**config.mk**
```make
export PLATFORM = sky130hd
export DESIGN_NAME = hcsr04_ranger
export DESIGN_NICKNAME = d
export VERILOG_FILES = /design/src/rtl/hcsr04_ranger.sv
export SDC_FILE = /design/constraint.sdc
export NUM_CORES = 1
export LEC_CHECK = 0
export CORE_MARGIN = 2
export CORE_UTILIZATION = 50
export DETAILED_ROUTE_END_ITERATION = 7
export DONT_BUFFER_PORTS = 1
export PLACE_DENSITY_LB_ADDON = 0.3
export SLEW_MARGIN = 20
export SYNTH_ARGS = -nofsm -noshare
export SYNTH_HDL_FRONTEND = slang
export SYNTH_SLANG_ARGS = --single-unit
export TNS_END_PERCENT = 10
```
**constraint.sdc**
```tcl
create_clock -name clk -period 3 [get_ports clk]
set_input_delay 0 -clock clk [delete_from_list [all_inputs] [get_ports clk]]
set_output_delay 0 -clock clk [all_outputs]
set_load 0.05 [all_outputs]
```
**src/rtl/hcsr04_ranger.sv**
```systemverilog
// hcsr04_ranger: time-multiplexed ultrasonic ranging controller for HC-SR04-class sensors.
// It fires one trigger at a time, times the echo on the selected channel, and converts the
// echo width to centimetres by counting 58 us slices instead of dividing.
//
// Ports:
//   clk         system clock
//   btn_reset   synchronous active-high reset
//   enable      allows new measurements to start
//   mode        0 = continuous round-robin, 1 = on-demand via start
//   start       one-cycle request, honoured only in IDLE with mode 1
//   thresh_cm   proximity threshold shared by all channels
//   echo        raw asynchronous echo pins, one per channel
//   trigger     trigger pins, one-hot or zero
//   busy        high whenever the controller is not idle
//   dist_valid  one-cycle result strobe
//   dist_ch     channel of the latest result
//   dist_cm     latest distance (saturates at MAX_CM)
//   timeout     latest result was a rise timeout or a saturation
//   near        per-channel proximity flags
module hcsr04_ranger #(
  parameter int unsigned CLK_HZ     = 50_000_000,
  parameter int unsigned N_CH       = 2,
  parameter int unsigned TRIG_US    = 10,
  parameter int unsigned RISE_TO_US = 2000,
  parameter int unsigned GAP_US     = 60000,
  parameter int unsigned MAX_CM     = 400,
  parameter int unsigned CM_W       = 9,
  localparam int unsigned CH_W      = (N_CH > 1) ? $clog2(N_CH) : 1
) (
  input  logic            clk,
  input  logic            btn_reset,
  input  logic            enable,
  input  logic            mode,
  input  logic            start,
  input  logic [CM_W-1:0] thresh_cm,
  input  logic [N_CH-1:0] echo,
  output logic [N_CH-1:0] trigger,
  output logic            busy,
  output logic            dist_valid,
  output logic [CH_W-1:0] dist_ch,
  output logic [CM_W-1:0] dist_cm,
  output logic            timeout,
  output logic [N_CH-1:0] near
);

  localparam int unsigned US_CYC   = CLK_HZ / 1_000_000;
  localparam int unsigned TRIG_CYC = TRIG_US * US_CYC;
  localparam int unsigned RISE_CYC = RISE_TO_US * US_CYC;
  localparam int unsigned GAP_CYC  = GAP_US * US_CYC;
  localparam int unsigned SUB_CYC  = 58 * US_CYC;
  localparam int unsigned MAX_A    = (TRIG_CYC > GAP_CYC) ? TRIG_CYC : GAP_CYC;
  localparam int unsigned CNT_MAX  = (MAX_A > RISE_CYC) ? MAX_A : RISE_CYC;
  localparam int unsigned CNT_W    = $clog2(CNT_MAX + 1);
  localparam int unsigned SUB_W    = $clog2(SUB_CYC);

  typedef enum logic [2:0] {
    StIdle,
    StTrig,
    StWaitRise,
    StMeasure,
    StGap
  } state_e;

  state_e state_q, state_d;

  logic [CNT_W-1:0] cnt_q, cnt_d;
  logic [SUB_W-1:0] sub_q, sub_d;
  logic [CM_W-1:0]  cm_q, cm_d;
  logic [CH_W-1:0]  ch_q, ch_d;

  logic [N_CH-1:0] echo_s1_q, echo_s2_q, echo_s3_q;
  logic [N_CH-1:0] echo_rise, echo_fall;

  logic [N_CH-1:0] trigger_q, trig_sel;
  logic            dist_valid_q, timeout_q;
  logic [CH_W-1:0] dist_ch_q;
  logic [CM_W-1:0] dist_cm_q;
  logic [N_CH-1:0] near_q;

  logic            rep, rep_to;
  logic [CM_W-1:0] rep_cm;
  logic            sub_wrap;
  logic [CM_W-1:0] cm_inc;

  // echo_s1/s2 form the synchronizer; s3 only delays s2 for edge detection.
  assign echo_rise = echo_s2_q & ~echo_s3_q;
  assign echo_fall = ~echo_s2_q & echo_s3_q;

  always_comb begin
    state_d  = state_q;
    cnt_d    = cnt_q;
    sub_d    = sub_q;
    cm_d     = cm_q;
    ch_d     = ch_q;
    rep      = 1'b0;
    rep_to   = 1'b0;
    rep_cm   = '0;
    trig_sel = '0;
    trig_sel[ch_q] = 1'b1;
    sub_wrap = (sub_q == SUB_W'(SUB_CYC - 1));
    // cm including the slice that completes this cycle, so the fall cycle is counted too.
    cm_inc   = sub_wrap ? cm_q + 1'b1 : cm_q;

    unique case (state_q)
      StIdle: begin
        if (enable && (!mode || start)) begin
          state_d = StTrig;
          cnt_d   = '0;
        end
      end
      StTrig: begin
        if (cnt_q == CNT_W'(TRIG_CYC - 1)) begin
          state_d = StWaitRise;
          cnt_d   = '0;
        end else begin
          cnt_d = cnt_q + 1'b1;
        end
      end
      StWaitRise: begin
        if (echo_rise[ch_q]) begin
          state_d = StMeasure;
          sub_d   = '0;
          cm_d    = '0;
        end else if (cnt_q == CNT_W'(RISE_CYC)) begin
          // Entered one cycle before the trigger pin falls, hence RISE_CYC rather than -1.
          rep     = 1'b1;
          rep_to  = 1'b1;
          rep_cm  = CM_W'(MAX_CM);
          state_d = StGap;
          cnt_d   = '0;
        end else begin
          cnt_d = cnt_q + 1'b1;
        end
      end
      StMeasure: begin
        sub_d = sub_wrap ? '0 : sub_q + 1'b1;
        cm_d  = cm_inc;
        if (cm_inc == CM_W'(MAX_CM)) begin
          rep     = 1'b1;
          rep_to  = 1'b1;
          rep_cm  = CM_W'(MAX_CM);
          state_d = StGap;
          cnt_d   = '0;
        end else if (echo_fall[ch_q]) begin
          rep     = 1'b1;
          rep_cm  = cm_inc;
          state_d = StGap;
          cnt_d   = '0;
        end
      end
      StGap: begin
        if (cnt_q == CNT_W'(GAP_CYC - 1)) begin
          cnt_d   = '0;
          ch_d    = (ch_q == CH_W'(N_CH - 1)) ? '0 : ch_q + 1'b1;
          state_d = (!mode && enable) ? StTrig : StIdle;
        end else begin
          cnt_d = cnt_q + 1'b1;
        end
      end
      default: state_d = StIdle;
    endcase
  end

  always_ff @(posedge clk) begin
    if (btn_reset) begin
      state_q      <= StIdle;
      cnt_q        <= '0;
      sub_q        <= '0;
      cm_q         <= '0;
      ch_q         <= '0;
      echo_s1_q    <= '0;
      echo_s2_q    <= '0;
      echo_s3_q    <= '0;
      trigger_q    <= '0;
      dist_valid_q <= 1'b0;
      dist_ch_q    <= '0;
      dist_cm_q    <= '0;
      timeout_q    <= 1'b0;
      near_q       <= '0;
    end else begin
      state_q      <= state_d;
      cnt_q        <= cnt_d;
      sub_q        <= sub_d;
      cm_q         <= cm_d;
      ch_q         <= ch_d;
      echo_s1_q    <= echo;
      echo_s2_q    <= echo_s1_q;
      echo_s3_q    <= echo_s2_q;
      trigger_q    <= (state_q == StTrig) ? trig_sel : '0;
      dist_valid_q <= rep;
      if (rep) begin
        dist_ch_q    <= ch_q;
        dist_cm_q    <= rep_cm;
        timeout_q    <= rep_to;
        // A zero threshold can never satisfy the strict compare, so the flag clears.
        near_q[ch_q] <= !rep_to && (rep_cm < thresh_cm);
      end
    end
  end

  assign trigger    = trigger_q;
  assign busy       = (state_q != StIdle);
  assign dist_valid = dist_valid_q;
  assign dist_ch    = dist_ch_q;
  assign dist_cm    = dist_cm_q;
  assign timeout    = timeout_q;
  assign near       = near_q;

endmodule
```
==> results.py <==
metrics = {
    "placed_design": {
        "dpl.hpwl_um": 7210,
        "place_congestion": 0.938,
        "placedCellCount": 619,
        "portBuffers": 0,
    },
    "synthesis": {
        "netlist.area_leader.share_pct": 35.4,
        "synth-edff-count": 0,
        "synth-async-reset-ratio_pct": 0,
        "syn_area_mm2": 0.00390,
        "synth_most_common_cell": "dfxtp_1",
        "syn-num-nets": 531,
        "synth_common_cells": "dfxtp_1, nor2_1, nand2_1",
        "synth-main-ff-cell": "dfxtp_1",
        "ys_seq_area_share_pct": 35.4,
        "synth_area_leaders": "dfxtp_1, nor2_1, a21oi_1",
        "ys_seq_elements": 69,
        "yosysTopAreaCell": "dfxtp_1",
        "syn_area_per_cell_um2": 7.75,
        "syn_inst": 503,
        "synth.distinct_cells": 62,
        "yosysWarnings": 0,
    },
    "detailed_routing": {
        "antenna_left": 0,
        "viasPerCell": 6.09,
        "wirelength_um": 10400,
        "vias": 3904,
        "wl_per_cell_um": 16.2,
        "drtIter0Drc": 232,
        "first_pass_iters": 5,
        "route.detailed.drc": 0,
    },
    "global_route": {
        "grt_use_met1_pct": 31.8,
        "antenna_found_initial": 0,
        "grt_overflow": 0,
        "groute.layer.met3.usage_pct": 3.58,
        "grt_pass1_wl_um": 17700,
        "grt_max_degree": 70,
        "grtUsageTotal_pct": 25.5,
        "grt-busiest-layer": "met2",
        "met2_usage_pct": 45.3,
        "grt_pass1_vias": 3717,
    },
    "worst_setup_path": {
        "crit_arrival_ps": 3330,
        "rr_startpoint": "cm_q[0]$_SDFFE_PP0P_",
        "path_buf_inv": 1,
        "cp_slowest_stage_delay_ps": 340,
        "critical_path.max_fanout": 3,
        "crit_family": "simple AND/OR/NAND/NOR gates",
        "timing_worst_setup_path_type": "register to register",
        "crit_top_cell": "ha_1",
        "critPathLaunch": "cm_q[0]$_SDFFE_PP0P_",
        "crit_path_end_kind": "register",
        "slowest_stage": "mux2_2",
        "required_ps": 3230,
        "worstPathCellList": "ha_1 -> and4b_1 -> nand3_4 -> buf_4 -> mux2_2 -> nand4_1 -> nor3_4 -> nor2_2 -> nand2_1 -> ha_1 -> o211ai_1 -> a21oi_1 -> nor3_1 -> o21bai_1 -> nor4_4 -> a32o_2",
        "crit_path_start_kind": "register",
    },
    "timing": {
        "setup_viol": 2,
        "report.final.slew_viol_count": 0,
        "slew_headroom_pct": 52.6,
        "period_minus_slack_ps": 3090,
        "hold_viol": 0,
        "tightest_slew_ps": 707,
        "setup_slack_ps": -92.9,
        "max_freq_mhz": 323,
        "fin_skew_ps": 14.6,
        "finalCritPeriodShare_pct": 103,
        "rsz0062_at_grt": "true",
    },
    "floorplan": {
        "chipWidth_um": 92.3,
        "initial_core_util_pct": 51.0,
        "die_area_mm2": 0.00852,
        "coreArea_mm2": 0.00765,
        "num_rows": 32,
        "fp.dieH_um": 92.3,
        "io_pins": 33,
    },
    "cts": {
        "clk_pin_slew_ps": 80,
        "cts-root-buf": "clkbuf_8",
        "clk_path_buf_depth": 2,
        "cts_max_level": 3,
        "cts_tree": "built",
        "cts_sinks": 69,
        "cts_buffers": 9,
        "clk_latency_ps": 350,
    },
    "layout": {
        "area_delta_synth_final_pct": 18.3,
        "fin_util_pct": 60.3,
        "fin_cells": 641,
        "drive_gt1_share_pct": 15.6,
        "final_nets": 562,
        "nFillCells": 679,
        "n_antenna_cell": 0,
    },
    "status": {
        "violations": "negative setup slack",
        "status": "finished with violations",
    },
    "flow_run": {
        "maxCapViolCount": 0,
    },
    "hold_path": {
        "hold_class": "input port to register",
        "min_from": "btn_reset",
    },
    "power_and_ir_drop": {
        "irDropWorstVdd_mv": 0.285,
        "power_density_mw_per_mm2": 518,
        "total_power_mw": 2.39,
        "p_leak_nw": 1.77,
    },
}
final cells by class:
type,count,area [um^2],share of cell area [%]
timing repair buffer,48,385,8.35
inverter,20,75.1,1.63
multi-input combinational,386,2430,52.6
sequential,69,1380,30.0
tap,102,128,2.77
clock inverter,6,87.6,1.90
clock buffer,10,128,2.77
routing by layer:
| metal | routed length, um | share of wire, % |
|---|---|---|
| met4 | 192 | 1.8 |
| met5 | 0 | 0 |
| met3 | 442 | 4.3 |
| met1 | 4420 | 43 |
| met2 | 5330 | 51 |
logic make-up (layout without fill, tap and decap cells):
kind of cell / count (synthesis) / in the layout / synth area share, %
simple gates: 230 / 230 / 30.7
compound gates: 129 / 129 / 21.6
flops: 69 / 69 / 35.4
buf+inv: 48 / 84 / 4.84
fa+ha+maj: 12 / 12 / 3.85
xor+xnor: 9 / 9 / 2.02
mux: 6 / 6 / 1.60
cells in the final DEF (no fill, tap or decap), drive strengths merged, types with 3 or more instances in the layout:
master / n
mux2i: 4
a32oi: 5
and4b: 3
nand3: 19
ha: 12
clkbuf: 10
dfxtp: 69
nor4: 4
xor2: 5
nand2b: 7
nand2: 52
nand3b: 3
clkinv: 4
or4: 6
nor2b: 11
a31oi: 4
o21ai: 32
a21oi: 39
and3: 9
nand4: 15
a22oi: 4
nor3: 12
and2: 8
or3: 7
nor2: 58
and4: 5
xnor2: 4
inv: 20
buf: 46
a21o: 3
o31ai: 4
a311oi: 13
worst paths after layout:
check        slack, ps                 endpoint  cells after the start
max reg2reg        -90     near[1]$_SDFFE_PP0P_                     16
min                  1     cm_q[8]$_SDFFE_PP0P_                      2
max                -90     near[1]$_SDFFE_PP0P_                     16
min reg2reg        440  echo_s2_q[0]$_SDFF_PP0_                      1
repair_timing:
action	CTS	global route
hold buffers	3	0
pin swaps	11	1
setup endpoints to repair	2	2
resized for setup	10	3
setup buffers	3	0
endpoints found under the hold margin	65	0
stage by stage:
stage                     setup WS, ps  instance area (um^2)  TNS, ps  hold WS (ps)
final                            -92.9                  4610     -152          1.10
after global routing              -213                  4610     -400          20.1
after CTS                         -101                  4590     -185          1.28
after detailed placement          -163                  4260     -293          77.8
after global placement           -38.7                  4260    -77.3          75.7
after floorplan                   5.63                  3940        0           128
state kept, by name, summed over array words and instances (netlist names):
| name | count |
|---|---|
| near | 2 |
| sub_q | 12 |
| dist_ch | 1 |
| echo_s2_q | 2 |
| dist_cm | 9 |
| ch_q | 1 |
| echo_s1_q | 2 |
| cm_q | 9 |
| trigger | 2 |
| cnt_q | 22 |
| dist_valid | 1 |
| timeout | 1 |
| state_q | 3 |
| echo_s3_q | 2 |
where the power goes:
| part | total, mW | switching [mW] | internal [mW] |
|---|---|---|---|
| Sequential | 0.993 | 0.0521 | 0.941 |
| Combinational | 0.547 | 0.382 | 0.165 |
| Clock | 0.851 | 0.382 | 0.469 |
| Total | 2.39 | 0.815 | 1.57 |
worst register-to-register path, delay by kind of cell (launching register included):
family | cells | cell delay (ps)
buffers and inverters | 1 | 130
muxes | 1 | 340
adders and majority gates | 2 | 490
AOI/OAI and AO/OA | 4 | 770
DFF | 1 | 320
and+or+nand+nor | 8 | 940
No activity file was read; power rests on OpenSTA's default activity.
